## src/rtl/mem_ctrl_pkg.sv

```systemverilog
// Shared types and geometry for the SRAM line-burst controller.
package mem_ctrl_pkg;

  localparam int LINE_WORDS = 8;
  localparam int WORD_BITS  = 32;
  localparam int LINE_BITS  = 256;
  localparam int BEAT_W     = 3;

  typedef enum logic [2:0] {
    IDLE,
    LAT,
    RBURST,
    RLAST,
    WRITE,
    DONE
  } state_e;

endpackage

```

## src/rtl/mem_line_assembler.sv

```systemverilog
// 256-bit line buffer; one 32-bit lane is written per capture, selected by word index.
module mem_line_assembler
  import mem_ctrl_pkg::*;
(
  input  logic                 clk,
  input  logic                 rst,
  input  logic                 cap_en,
  input  logic [BEAT_W-1:0]    cap_idx,
  input  logic [WORD_BITS-1:0] cap_data,
  output logic [LINE_BITS-1:0] line
);

  logic [LINE_WORDS-1:0] lane_we;

  always_comb begin
    lane_we = '0;
    if (cap_en) lane_we[cap_idx] = 1'b1;
  end

  // NOTE: the buffer is an ordinary register, not a RAM, so it can and must clear to zero on reset.
  always_ff @(posedge clk or posedge rst) begin
    if (rst) begin
      line <= '0;
    end else begin
      for (int k = 0; k < LINE_WORDS; k++) begin
        if (lane_we[k]) line[k*WORD_BITS +: WORD_BITS] <= cap_data;
      end
    end
  end

endmodule

```

## src/rtl/mem_burst_ctrl.sv

```systemverilog
// Line-read / word-write burst controller in front of a single-port SRAM.
// Define MEM_BURST_CTRL_WRAP_BURST_EN to start read bursts at the requested word and wrap.
module mem_burst_ctrl
  import mem_ctrl_pkg::*;
#(
  parameter int ACCESS_LAT = 4,
  parameter int LINE_WORDS = 8
) (
  input  logic         clk,
  input  logic         rst,
  input  logic         mem_req_in,
  input  logic         mem_we_in,
  input  logic [31:0]  mem_addr_in,
  input  logic [31:0]  mem_wdata_in,
  input  logic [3:0]   mem_be_in,
  output logic [255:0] mem_rdata_out,
  output logic         mem_wait_out,
  output logic         sram_en_out,
  output logic         sram_we_out,
  output logic [31:0]  sram_addr_out,
  output logic [31:0]  sram_wdata_out,
  output logic [3:0]   sram_be_out,
  input  logic [31:0]  sram_rdata_in
);

  localparam logic [3:0]        LAT_LOAD  = (ACCESS_LAT == 0) ? 4'd0 : 4'(ACCESS_LAT - 1);
  localparam logic [BEAT_W-1:0] LAST_BEAT = BEAT_W'(LINE_WORDS - 1);

  state_e              state, state_d;
  logic [3:0]          lat_cnt;
  logic [BEAT_W-1:0]   beat_cnt, beat_idx, start_idx, prev_idx;
  logic [31:2]         addr_q;
  logic                we_q;
  logic [31:0]         wdata_q;
  logic [3:0]          be_q;
  logic                cap_en;
  logic                addr_lsb_unused;

  // Byte offset within the word never reaches the SRAM.
  assign addr_lsb_unused = ^mem_addr_in[1:0];

`ifdef MEM_BURST_CTRL_WRAP_BURST_EN
  assign start_idx = addr_q[4:2];
`else
  assign start_idx = '0;
`endif

  // Beat-index width equals log2(LINE_WORDS), so the add wraps modulo the line.
  assign beat_idx = start_idx + beat_cnt;

  // NOTE: state and every other register use non-blocking assignments so all flops update together.
  always_ff @(posedge clk or posedge rst) begin
    if (rst) state <= IDLE;
    else     state <= state_d;
  end

  // NOTE: every output gets a default before the case, so no path can infer a latch.
  always_comb begin
    state_d        = state;
    mem_wait_out   = 1'b1;
    sram_en_out    = 1'b0;
    sram_we_out    = 1'b0;
    sram_addr_out  = '0;
    sram_wdata_out = '0;
    sram_be_out    = '0;
    cap_en         = 1'b0;
    case (state)
      IDLE: begin
        if (mem_req_in) begin
          if (ACCESS_LAT == 0) state_d = mem_we_in ? WRITE : RBURST;
          else                 state_d = LAT;
        end
      end
      LAT: begin
        if (lat_cnt == 4'd0) state_d = we_q ? WRITE : RBURST;
      end
      RBURST: begin
        sram_en_out   = 1'b1;
        sram_addr_out = {addr_q[31:5], beat_idx, 2'b00};
        // Data for the previous strobe arrives now; the first beat has none yet.
        cap_en        = (beat_cnt != '0);
        if (beat_cnt == LAST_BEAT) state_d = RLAST;
      end
      RLAST: begin
        cap_en  = 1'b1;
        state_d = DONE;
      end
      WRITE: begin
        sram_en_out    = 1'b1;
        sram_we_out    = 1'b1;
        sram_addr_out  = {addr_q, 2'b00};
        sram_wdata_out = wdata_q;
        sram_be_out    = be_q;
        state_d        = DONE;
      end
      DONE: begin
        mem_wait_out = 1'b0;
        state_d      = IDLE;
      end
      default: state_d = IDLE;
    endcase
  end

  always_ff @(posedge clk or posedge rst) begin
    if (rst) begin
      lat_cnt  <= '0;
      beat_cnt <= '0;
      prev_idx <= '0;
      addr_q   <= '0;
      we_q     <= 1'b0;
      wdata_q  <= '0;
      be_q     <= '0;
    end else begin
      case (state)
        IDLE: begin
          if (mem_req_in) begin
            addr_q   <= mem_addr_in[31:2];
            we_q     <= mem_we_in;
            wdata_q  <= mem_wdata_in;
            be_q     <= mem_be_in;
            lat_cnt  <= LAT_LOAD;
            beat_cnt <= '0;
          end
        end
        LAT: begin
          if (lat_cnt != 4'd0) lat_cnt <= lat_cnt - 4'd1;
        end
        RBURST: begin
          beat_cnt <= beat_cnt + 1'b1;
          prev_idx <= beat_idx;
        end
        default: ;
      endcase
    end
  end

  mem_line_assembler u_line (
    .clk      (clk),
    .rst      (rst),
    .cap_en   (cap_en),
    .cap_idx  (prev_idx),
    .cap_data (sram_rdata_in),
    .line     (mem_rdata_out)
  );

endmodule

```

## config.mk

```make
export PLATFORM = sky130hd
export DESIGN_NAME = mem_burst_ctrl
export DESIGN_NICKNAME = d
export VERILOG_FILES = /design/src/rtl/mem_ctrl_pkg.sv /design/src/rtl/mem_line_assembler.sv /design/src/rtl/mem_burst_ctrl.sv
export SDC_FILE = /design/constraint.sdc
export NUM_CORES = 1
export LEC_CHECK = 0
export CAP_MARGIN = 20
export CORE_MARGIN = 2
export CORE_UTILIZATION = 42
export DETAILED_ROUTE_END_ITERATION = 12
export GPL_TIMING_DRIVEN = 0
export PLACE_DENSITY = 0.77
export SYNTH_ARGS = -nofsm -noshare
export SYNTH_HDL_FRONTEND = slang
export SYNTH_HIERARCHICAL = 1
export SYNTH_SLANG_ARGS = --single-unit
```

## constraint.sdc

```tcl
create_clock -name clk -period 9.5 [get_ports clk]
set_clock_uncertainty 0.05 [all_clocks]
set_input_delay 1.9 -clock clk [delete_from_list [all_inputs] [get_ports clk]]
set_output_delay 1.9 -clock clk [all_outputs]
set_load 0.02 [all_outputs]
```

# Yosys cells after proc, flatten, opt, wreduce, memory -nomap -nowiden

Index checks and enable logic that the tools add are counted.

$add $sub $neg: 2
Multiply operators: 0
Div/mod/pow operators: 0
Magnitude comparators: 2
Equal/unequal tests: 10
Shift operators: 0
Muxes and demuxes: 20
Bitwise logic cells: 0
Reductions and logical operators: 13

Operator list:

| operator                                                                             | count |
|---|---|
| 32-bit case mux with 2 select lines                                                  | 1 |
| 32-bit two-way mux                                                                   | 1 |
| 3-bit two-way mux                                                                    | 5 |
| 4-bit two-way mux                                                                    | 3 |
| 3-bit case mux with 4 select lines                                                   | 1 |
| 3-bit equality test (second input constant)                                          | 3 |
| 8-bit two-way mux                                                                    | 1 |
| 2-bit inequality test (second input constant)                                        | 4 |
| 4-bit case mux with 2 select lines                                                   | 1 |
| 3-bit by 2-bit equality test with 1-bit output (second input constant)               | 2 |
| 3-bit case mux with 2 select lines                                                   | 1 |
| 3-bit AND reduction                                                                  | 2 |
| 4-bit logical NOT                                                                    | 1 |
| 3-bit by 4-bit < comparator with 1-bit output (second input constant)                | 1 |
| 1-bit two-way mux                                                                    | 4 |
| 2-bit AND reduction                                                                  | 2 |
| 2-bit nonzero test                                                                   | 2 |
| 4-bit nonzero test                                                                   | 1 |
| 2-bit OR reduction                                                                   | 2 |
| 4-bit by 1-bit subtractor with 4-bit output (second input constant)                  | 1 |
| 3-bit by 1-bit adder with 3-bit output (second input constant)                       | 1 |
| 1-bit demux with 3-bit select                                                        | 1 |
| 3-bit by 1-bit equality test with 1-bit output (second input constant)               | 1 |
| 3-bit by 1-bit greater-or-equal comparator with 1-bit output (second input constant) | 1 |
| other kinds (4)                                                                      | 4 |

Flip-flop bits (word level): 336
Bits in latches: 0
Bits in writable memories: 0
Memory bits (read-only): 0
Input bits: 104
Output and inout bits: 327
Logic and storage cells: 63
Memories: 0

# Logic depth before layout (Yosys ltp)

Word-level depth: 5
Gate-level depth with buffers: 8
Gate-level depth less buffers: 5

# Cells and area by module

Netlist, hierarchy kept.

By module, submodules not included:

| module             | times used | cells an instance | area an instance (um^2) | seq. area each (um^2) |
|---|---|---|---|---|
| mem_line_assembler | 1          | 552               | 9616.7                  | 6406.1 |
| mem_burst_ctrl     | 1          | 428               | 3718.6                  | 2001.9 |

# Least setup slack after synthesis

Ideal clock, no wire load.

Kind: register -> output
Start: reg state[2]
End: out sram_addr_out[12]
Data arrival time: 1691 ps
Required time: 7550 ps
Setup slack: 5859 ps
Stages on the path, launching flop included: 6
Buffers on the path: 2
Path through: dfrtp_1 > buf_2 > nand2b_1 > a21oi_1 > clkbuf_1 > and2_1

Longest elaborated chain between the ends: 2
Elaborated cells on any way between the ends: 3
Those cells by class: eq/ne (2); mux (1)

Ends and longest elaborated chain:

| element                                                                               | line                 | source |
|---|---|---|
| from (decl)                                                                           | mem_burst_ctrl.sv:29 | `state_e state, state_d;` |
| from (signal assigned)                                                                | mem_burst_ctrl.sv:54 | `else state <= state_d;` |
| 3-bit equality test or 3-bit by 2-bit equality test with 1-bit output (tied branches) | mem_burst_ctrl.sv:67 | `case (state)` |
| 32-bit case mux with 2 select lines (*)                                               | mem_burst_ctrl.sv:67 |  |
| to (decl)                                                                             | mem_burst_ctrl.sv:20 | `output logic [31:0] sram_addr_out,` |

Mark *: on every way between the ends. The rest lies on a longest branch, timed or not.

# Final worst setup path

Start: reg state[2]
End: out sram_addr_out[17]

Same word-level chain as after synthesis.

==> results.md <==
* Hold WC Path Type: reg -> reg
* Die Ht at 182 um
* Post_cts resized at 0
* Worst Setup Slack, final at 4.39 ns
* Sequential area share after synthesis at 0.631
* Leading area contributor after synthesis: dfrtp_1
* Clk_lat worst skew at 0.52 ns
* DRC viols at 0
* Pin count of the biggest net entering global routing at 132
* Die Wd at 182 um
* Vias in the first global route at 9759
* Buffers & Inverters on Critical Path at 3
* CP max FO at 10
* Critical-path cell with the highest stage delay: a21oi_1
* Root buffer cell: clkbuf_16
* Least-Margin Pin Slew at 0.877 ns
* Site row count at 65
* Via density per instance at 4.93
* Die footprint at 0.0332 mm^2
* EDFF count, synth at 0
* GR Overflow Total at 0
* Hold Buf Count CTS at 0
* FF-to-FF setup slack at 7.07 ns
* Max-cap violation count at 0
* Max Buffers Root-to-Sink at 3
* Power per cell area at 244 mW/mm^2
* Initial antenna violation count at 0
* Hold Fails Final Rpt at 0
* TritonCTS buffer count at 36
* Slowest stage delay, CP at 0.64 ns
* WP data required at 7.55 ns
* Static Leak at 8.80 nW
* Clk slew on worst S/H paths at 0.06 ns
* Main area contributors after synthesis: dfrtp_1, mux2_2, nand2_1
* H-tree depth at 2
* Diode count at 0
* Hold Path Sink: wdata_q[23]
* Slew margin rel. at 0.415
* Crit path kind: reg -> out
* Yosys warns at 6
* Worst r2r src: state[0]
* Ports at 431
* First-pass GRT wire length at 56.4 mm
* Max frequency at 196 MHz
* Vias at 9229
* Post-route total power at 4.73 mW
* Post-DP HPWL at 25.9 mm
* Total Nets Final at 1556
* Crit path DAT at 3.16 ns
* Non-Filler Instances at 1873
* Unrepaired setup endpoints after global routing: no
* DP Area at 0.0182 mm^2
* Status: completed
* Synth cell types at 39
* Postcts setup bufs at 0
* Area delta synth->final at 45.5%
* Post-synth top area share at 0.631
* Initial Utilization at 0.425
* DRT iter0 DRCs at 376
* Fillers at 2431
* Async set-reset flop share out of synthesis at 1.00
* Fin area at 0.0194 mm^2
* Hold_sp: wdata_q[23]
* Synthesized area at 0.0133 mm^2
* Main synth FF type: dfrtp_1
* Port Buffers at 426
* Proportion of layout cells with a drive suffix above 1 at 0.241
* Pre-CTS WS at 4.96 ns
* Worst r2r dst: u_line/line[24]
* CP delay by family, top: buffers and inverters
* GRT Total Usage at 0.218
* Worst path cell trace: buf_2 -> nand2b_1 -> a21oi_1 -> clkbuf_1 -> and2_1 -> clkdlybuf4s50_1
* Post-DRT Antenna Nets at 0
* Finish-stage setup viols at 0
* Drt pass-1 iters at 4
* Fin crit period at 5.11 ns
* Synthesized netlist cell count at 980
* Fin crit share at 0.538
* DP Cell Count at 1811
* Crit path capture type: output port
* Seq cells post-synth at 336
* CTS tree: built
* Worst VDD drop at 0.181 mV
* Routed len/inst at 19.4 um
* Mapped Avg Cell Area at 13.6 um^2
* Core area at 0.0314 mm^2
* Clock sinks at 336
* Worst setup SP type: register
* Routed wire length at 36.4 mm
* Hold WS at 0.416 ns
* Placer Congestion at 0.793
* Worst hold path depth at 2
* R2R depth at 7
* Slew Viols, Final at 0
==> metrics by stage <==
stage                      util  setup TNS (ns)
after CTS                 0.618               0
after global routing      0.618               0
after detailed placement  0.579               0
after floorplan               -               0
final                     0.618               0
after global placement    0.577         -682.62
==> placed cells by master (no fill, tap or decap), types with 2 or more instances in the layout <==
| cell type | n |
|---|---|
| clkinv_2 | 4 |
| inv_8 | 2 |
| buf_2 | 23 |
| clkbuf_8 | 10 |
| nor4b_4 | 2 |
| nor3b_1 | 2 |
| and2_1 | 63 |
| a21oi_1 | 4 |
| nand4b_1 | 3 |
| clkbuf_16 | 38 |
| nor4bb_1 | 2 |
| nand2_1 | 203 |
| clkbuf_1 | 19 |
| buf_16 | 2 |
| inv_1 | 4 |
| buf_6 | 13 |
| bufinv_16 | 2 |
| ha_1 | 5 |
| dfrtp_1 | 336 |
| o211ai_1 | 2 |
| buf_4 | 4 |
| nor2_1 | 5 |
| clkdlybuf4s50_1 | 426 |
| o21ai_0 | 2 |
| conb_1 | 2 |
| mux2_2 | 243 |
| a22o_1 | 5 |
| clkinvlp_4 | 3 |
| nor3b_2 | 2 |
| nand2b_1 | 4 |
| o22ai_1 | 2 |
| mux2_1 | 17 |
==> sequential cells by signal (all words and copies together), names as in the netlist <==
signal       flops
be_q             4
beat_cnt         3
addr_q          30
wdata_q         32
u_line/line    256
state            3
we_q             1
lat_cnt          4
prev_idx         3
==> Yosys cell counts, types with 3 or more instances <==
library cell and n:
buf_4 4, nand2b_1 4, inv_1 6, nor2_1 5
dfrtp_1 336, buf_2 23, mux2_1 17, ha_1 5
a22o_1 5, and2_1 63, nand2_1 203, a21oi_1 4
buf_6 13, clkbuf_1 16, nand4b_1 3, mux2_2 243
==> logic make-up after synthesis <==
kind of cell / synth area share
buffers and inverters: 0.0284
AOI/OAI and AO/OA: 0.0100
adders and majority gates: 0.00469
DFF: 0.631
and+or+nand+nor: 0.106
other: 0.000281
muxes: 0.220
==> worst register-to-register path: stages, from the launching register on <==
cell and delay (ns):
dfrtp_1 0.47, buf_2 0.25, nor2_1 0.06, a21oi_1 0.16, buf_2 0.19, nor4b_4 0.50
buf_6 0.26, mux2_1 0.35
==> metal layers <==
metal	vias to the layer above	track usage	wire [um]
li1	4241	-	-
met1	4584	0.263	14700
met2	322	0.364	17200
met3	82	0.0718	3090
met4	0	0.0845	1430
met5	-	0	0
==> how the worst max path moves through the flow <==
stage / start / to / slack (ns) / cells after the start
2_1_floorplan: rst / u_line/line[0] / 0.51 / 1
6_report: state[2] / sram_addr_out[17] / 4.39 / 6
5_1_grt: state[2] / sram_addr_out[30] / 4.19 / 6
3_5_place_dp: state[2] / sram_addr_out[30] / 4.96 / 6
3_3_place_gp: rst / u_line/line[203] / -2.69 / 2
4_1_cts: state[2] / sram_addr_out[29] / 4.38 / 6
==> power breakdown <==
part           leakage, nW  switching [mW]  internal [mW]
clock network        0.601           0.569          0.863
logic                 3.98           0.718          0.653
registers             4.22           0.171           1.75
==> cell type report <==
| class | instances | area, um^2 | area share |
|---|---|---|---|
| buffer | 57 | 357 | 0.0184 |
| clock buffer | 51 | 1100 | 0.0567 |
| clock inverter | 11 | 130 | 0.00671 |
| inverter | 6 | 32.5 | 0.00168 |
| multi-input combinational | 582 | 4550 | 0.235 |
| sequential | 336 | 8410 | 0.433 |
| tap | 402 | 503 | 0.0259 |
| timing repair buffer | 428 | 4320 | 0.223 |
Note: power is estimated with default switching activity, not from simulation.
